[src/rtl/impl_serial_unit.sv]
// impl_serial_unit: bit-serial implication engine.
// Accepts an operand pair (a, b), evaluates res[i] = ~a[i] | b[i] one bit per
// clock through a single implication cell, and presents the result word over
// an output valid/ready handshake.
// Optional feature macro: IMPL_VIOL_CNT_EN adds the viol_cnt output, a count of
// bit positions with a=1, b=0 (the positions where the implication is false).
module impl_serial_unit #(
    parameter int WIDTH = 8,
    localparam int CNT_W = $clog2(WIDTH + 1)
) (
    input  logic             clk,
    input  logic             rst,
    input  logic             in_valid,
    output logic             in_ready,
    input  logic [WIDTH-1:0] in_a,
    input  logic [WIDTH-1:0] in_b,
    output logic             out_valid,
    input  logic             out_ready,
    output logic [WIDTH-1:0] out_res
`ifdef IMPL_VIOL_CNT_EN
    ,
    output logic [CNT_W-1:0] viol_cnt
`endif
);

    typedef enum logic [1:0] {
        S_IDLE  = 2'd0,
        S_SHIFT = 2'd1,
        S_DONE  = 2'd2
    } state_t;

    localparam logic [CNT_W-1:0] LAST_IDX = CNT_W'(WIDTH - 1);

    state_t           state_q, state_d;
    logic [WIDTH-1:0] a_q, a_d;
    logic [WIDTH-1:0] b_q, b_d;
    logic [WIDTH-1:0] res_q, res_d;
    logic [CNT_W-1:0] idx_q, idx_d;
    logic             cell_bit;

    // The implication cell: fed by the LSBs of the operand shift registers.
    assign cell_bit = ~a_q[0] | b_q[0];

    // Handshake outputs are pure decodes of the registered state, so out_ready
    // never reaches in_ready combinationally.
    assign in_ready  = (state_q == S_IDLE);
    assign out_valid = (state_q == S_DONE);
    assign out_res   = res_q;

    // Next-state and datapath updates for the accept / shift / hand-off sequence.
    always_comb begin
        state_d = state_q;
        a_d     = a_q;
        b_d     = b_q;
        res_d   = res_q;
        idx_d   = idx_q;
        case (state_q)
            S_IDLE: begin
                if (in_valid) begin
                    a_d     = in_a;
                    b_d     = in_b;
                    res_d   = '0;
                    idx_d   = '0;
                    state_d = S_SHIFT;
                end
            end
            S_SHIFT: begin
                for (int i = 0; i < WIDTH; i++) begin
                    if (idx_q == CNT_W'(i)) begin
                        res_d[i] = cell_bit;
                    end
                end
                a_d = a_q >> 1;
                b_d = b_q >> 1;
                // Index saturates on the last bit; it is only cleared by the next accept.
                if (idx_q == LAST_IDX) begin
                    state_d = S_DONE;
                end else begin
                    idx_d = idx_q + CNT_W'(1);
                end
            end
            S_DONE: begin
                // No accept here: IDLE is re-entered on the handshake edge.
                if (out_ready) begin
                    state_d = S_IDLE;
                end
            end
            default: begin
                state_d = S_IDLE;
            end
        endcase
    end

    // State and datapath registers; reset discards any in-flight operation.
    always_ff @(posedge clk or posedge rst) begin
        if (rst) begin
            state_q <= S_IDLE;
            a_q     <= '0;
            b_q     <= '0;
            res_q   <= '0;
            idx_q   <= '0;
        end else begin
            state_q <= state_d;
            a_q     <= a_d;
            b_q     <= b_d;
            res_q   <= res_d;
            idx_q   <= idx_d;
        end
    end

`ifdef IMPL_VIOL_CNT_EN
    logic [CNT_W-1:0] viol_q, viol_d;

    // Violation counter: cleared on accept, bumped on each shifted a=1/b=0 pair.
    always_comb begin
        viol_d = viol_q;
        if (state_q == S_IDLE && in_valid) begin
            viol_d = '0;
        end else if (state_q == S_SHIFT && a_q[0] && !b_q[0]) begin
            viol_d = viol_q + CNT_W'(1);
        end
    end

    // Violation counter register.
    always_ff @(posedge clk or posedge rst) begin
        if (rst) begin
            viol_q <= '0;
        end else begin
            viol_q <= viol_d;
        end
    end

    assign viol_cnt = viol_q;
`endif

endmodule

[config.mk]
export PLATFORM = sky130hd
export DESIGN_NAME = impl_serial_unit
export DESIGN_NICKNAME = d
export VERILOG_FILES = /design/src/rtl/impl_serial_unit.sv
export SDC_FILE = /design/constraint.sdc
export NUM_CORES = 1
export LEC_CHECK = 0
export ABC_AREA = 1
export CORE_MARGIN = 5
export CORE_UTILIZATION = 46
export CTS_CLUSTER_SIZE = 12
export DETAILED_ROUTE_END_ITERATION = 8
export PLACE_DENSITY = 0.77
export SLEW_MARGIN = 20
export SYNTH_ARGS = -nofsm -noshare
export SYNTH_HDL_FRONTEND = slang
export SYNTH_SLANG_ARGS = --single-unit
[constraint.sdc]
create_clock -name clk -period 1.14 [get_ports clk]
set_input_delay 0.171 -clock clk [delete_from_list [all_inputs] [get_ports clk]]
set_output_delay 0.171 -clock clk [all_outputs]
set_load 0.02 [all_outputs]
==> out/results.ini <==
[outcome]
outcome = finished with violations
violations = negative setup slack

[timing]
fin_crit_ns = 1.284
hold_violations = 0
grt_setup_unrepaired = yes
max_slew_margin_pct = 82.56
report.final.slew_viol_count = 0
fmax_mhz = 778.9
setup_viol = 32
post-route-period-util_pct = 112.6
worst_pin_slew_ns = 0.2607
fin_skew_ns = 0.008861
finalWorstSetupSlack_ns = -0.1438

[place]
place_area_sq_um = 2077
place_ws_ns = -0.2282
place_congestion = 0.8049
portBuffers = 29
post-dp-hpwl_microns = 2253

[die]
initial_utilization_pct = 47.24
core-area_sq_um = 3337
die_h_microns = 68.54
row_count = 21
fp.dieW_microns = 68.54
dieArea_sq_um = 4698
io_pins = 30

[final_layout]
syn2layout_area_growth_pct = 38.73
drive_gt1_share_pct = 24.90
fin_area_sq_um = 2187
fin_nets = 268
num_antenna_cells = 0

[cts]
clock_sinks = 30
cts-htree-levels = 2
cts_tree = built
cts.clk_slew.worst_paths_ns = 0.09
cts_root_buf = clkbuf_4
clk-insertion-delay-late_ns = 0.32
cts_buffers = 5
clockBufferDepth = 2

[critical_path]
cp-end-kind = output port
r2r_start = state_q[1]
critPathKind = reg -> out
crit_start = state_q[0]
reg2reg_depth = 7
worstReg2RegEnd = out_res[7]
r2r_slack_ns = -0.14
critPathRequiredTime_ns = 0.97
crit_arrival_ns = 1.11
critPathLaunchType = flip-flop
path_max_fanout = 4
endpoint = out_valid

[grt]
grt_max_degree = 31
grt_pass1_wl_microns = 5368
grt_usage_pct = 15.49
antenna_found_initial = 0
overflow = 0
grt_pass1_vias = 1234

[routing]
drt_pre_antenna_iters = 4
via_per_inst = 4.759
wl_microns = 3181
drc = 0
ant_nets = 0
num_vias = 1385
dr.first_iter.drc_count = 33
wl_per_cell_microns = 10.93

[power_and_ir_drop]
power_uw = 5759
pwr-share-seq_pct = 30.3
comb_power_share_pct = 58.5
p_leak_uw = 0.001117
cellPowerDensity_nw_per_um2 = 2633
peakVddDrop_v = 0.001498
p_int_uw = 3342
power.clock.fraction_pct = 11.2
switchingPower_uw = 2416
sw_frac_of_total_pct = 41.96

[logic_synthesis]
synth_seq_area_share_pct = 47.62
synth_top_area_share_pct = 47.62
syn_avg_cell_area_sq_um = 8.126
synth_nets = 218
synth_area_leaders = dfrtp_1, nand2_1, o21ai_0
yosysTopAreaCell = dfrtp_1
syn_area_sq_um = 1577
synth_seq_cells = 30
synth.distinct_cells = 22
synth_warnings = 0
netlist_instances = 194

[job]
maxCapViolations = 0

[worst_hold_path]
hp-class = in -> async

[metal layers]
| layer | track usage, % | share of wire, % |
|---|---|---|
| met1 | 19.88 | 44 |
| met2 | 24.91 | 49 |
| met3 | 2.917 | 5.5 |
| met4 | 7.692 | 1.4 |
| met5 | 0 | 0 |
[kinds of logic (layout without fill, tap and decap cells)]
group,count (synthesis),after routing,synth area share [%]
AO/OA/AOI/OAI,34,34,12.46
adder cells (fa/ha/maj),4,4,3.175
buffers and inverters,32,83,10.16
flip-flops,30,30,47.62
AND/OR/NAND/NOR,94,94,26.59
[through the flow]
stage	utilization [%]	TNS, ns	std cells	hold WS, ns
2_1_floorplan	-	-1.276	194	0.2618
4_1_cts	64.49	-3.235	290	0.1665
6_report	65.54	-2.875	291	0.1636
5_1_grt	65.54	-5.370	291	0.1686
3_5_place_dp	62.24	-4.857	280	0.4827
3_3_place_gp	62.24	-4.252	280	0.4836
[cells in the mapped netlist]
master / instances
a21oi_4: 1
buf_2: 2
buf_4: 2
buf_6: 4
dfrtp_1: 30
ha_1: 4
inv_1: 23
inv_2: 1
nand2_1: 60
nand2_2: 2
nand2_4: 1
nand3_1: 22
nand3_2: 1
nand4_1: 1
nor2_1: 4
nor2_4: 2
o211ai_1: 1
o21ai_0: 25
o21ai_1: 5
o21ai_4: 1
o22ai_1: 1
or2_2: 1
[flip-flops by register name (all words and copies together) (netlist names)]
register / flops
out_res: 8
idx_q: 4
a_q: 8
state_q: 2
b_q: 8
[cell type report]
type	count	area [sq um]
Tap cell	46	57.56
Fill cell	288	1150
Clock buffer	7	55.05
Multi-Input combinational cell	132	734.5
Clock inverter	1	5.005
Timing Repair Buffer	51	491.7
Sequential cell	30	753.2
Inverter	24	90.09
[critical path, stage by stage (launching register included)]
cell	delay [ns]
dfrtp_2	0.48
nor2_1	0.15
buf_4	0.16
[what timing repair did]
action,4_1_cts,5_1_grt
pin swaps,8,7
setup endpoints to repair,40,32
gates cloned,0,0
setup buffers,2,1
gates resized for setup,56,16
hold buffers,0,0
[worst min-delay path by stage]
| stage | slack (ns) | start | to |
|---|---|---|---|
| finish | 0.16 | rst | a_q[2] |
| CTS | 0.17 | rst | a_q[2] |
| global route | 0.17 | rst | out_res[5] |
| floorplan | 0.26 | rst | a_q[0] |
| global placement | 0.48 | out_res[7] | out_res[7] |
| detailed placement | 0.48 | out_res[7] | out_res[7] |
[cell usage in the layout (no fill, tap or decap), types with 4 or more instances in the layout]
cell type and count:
nor2_1 4, buf_2 8, clkbuf_4 5, buf_4 14, nand2_1 58, o21ai_1 22, buf_6 5, nand2_4 4
inv_1 21, nand3_1 21, clkdlybuf4s50_1 19, o21ai_0 5, dfrtp_1 28, buf_12 5
[power groups by stage]
stage	Sequential, uW	Clock [uW]	Combinational (uW)
after floorplan	1850	0	1940
after global placement	1720	0	3110
after detailed placement	1730	0	3170
after CTS	1730	663	3280
after global routing	1810	719	3770
final	1750	644	3370
Note: power is estimated with default switching activity, not from simulation.
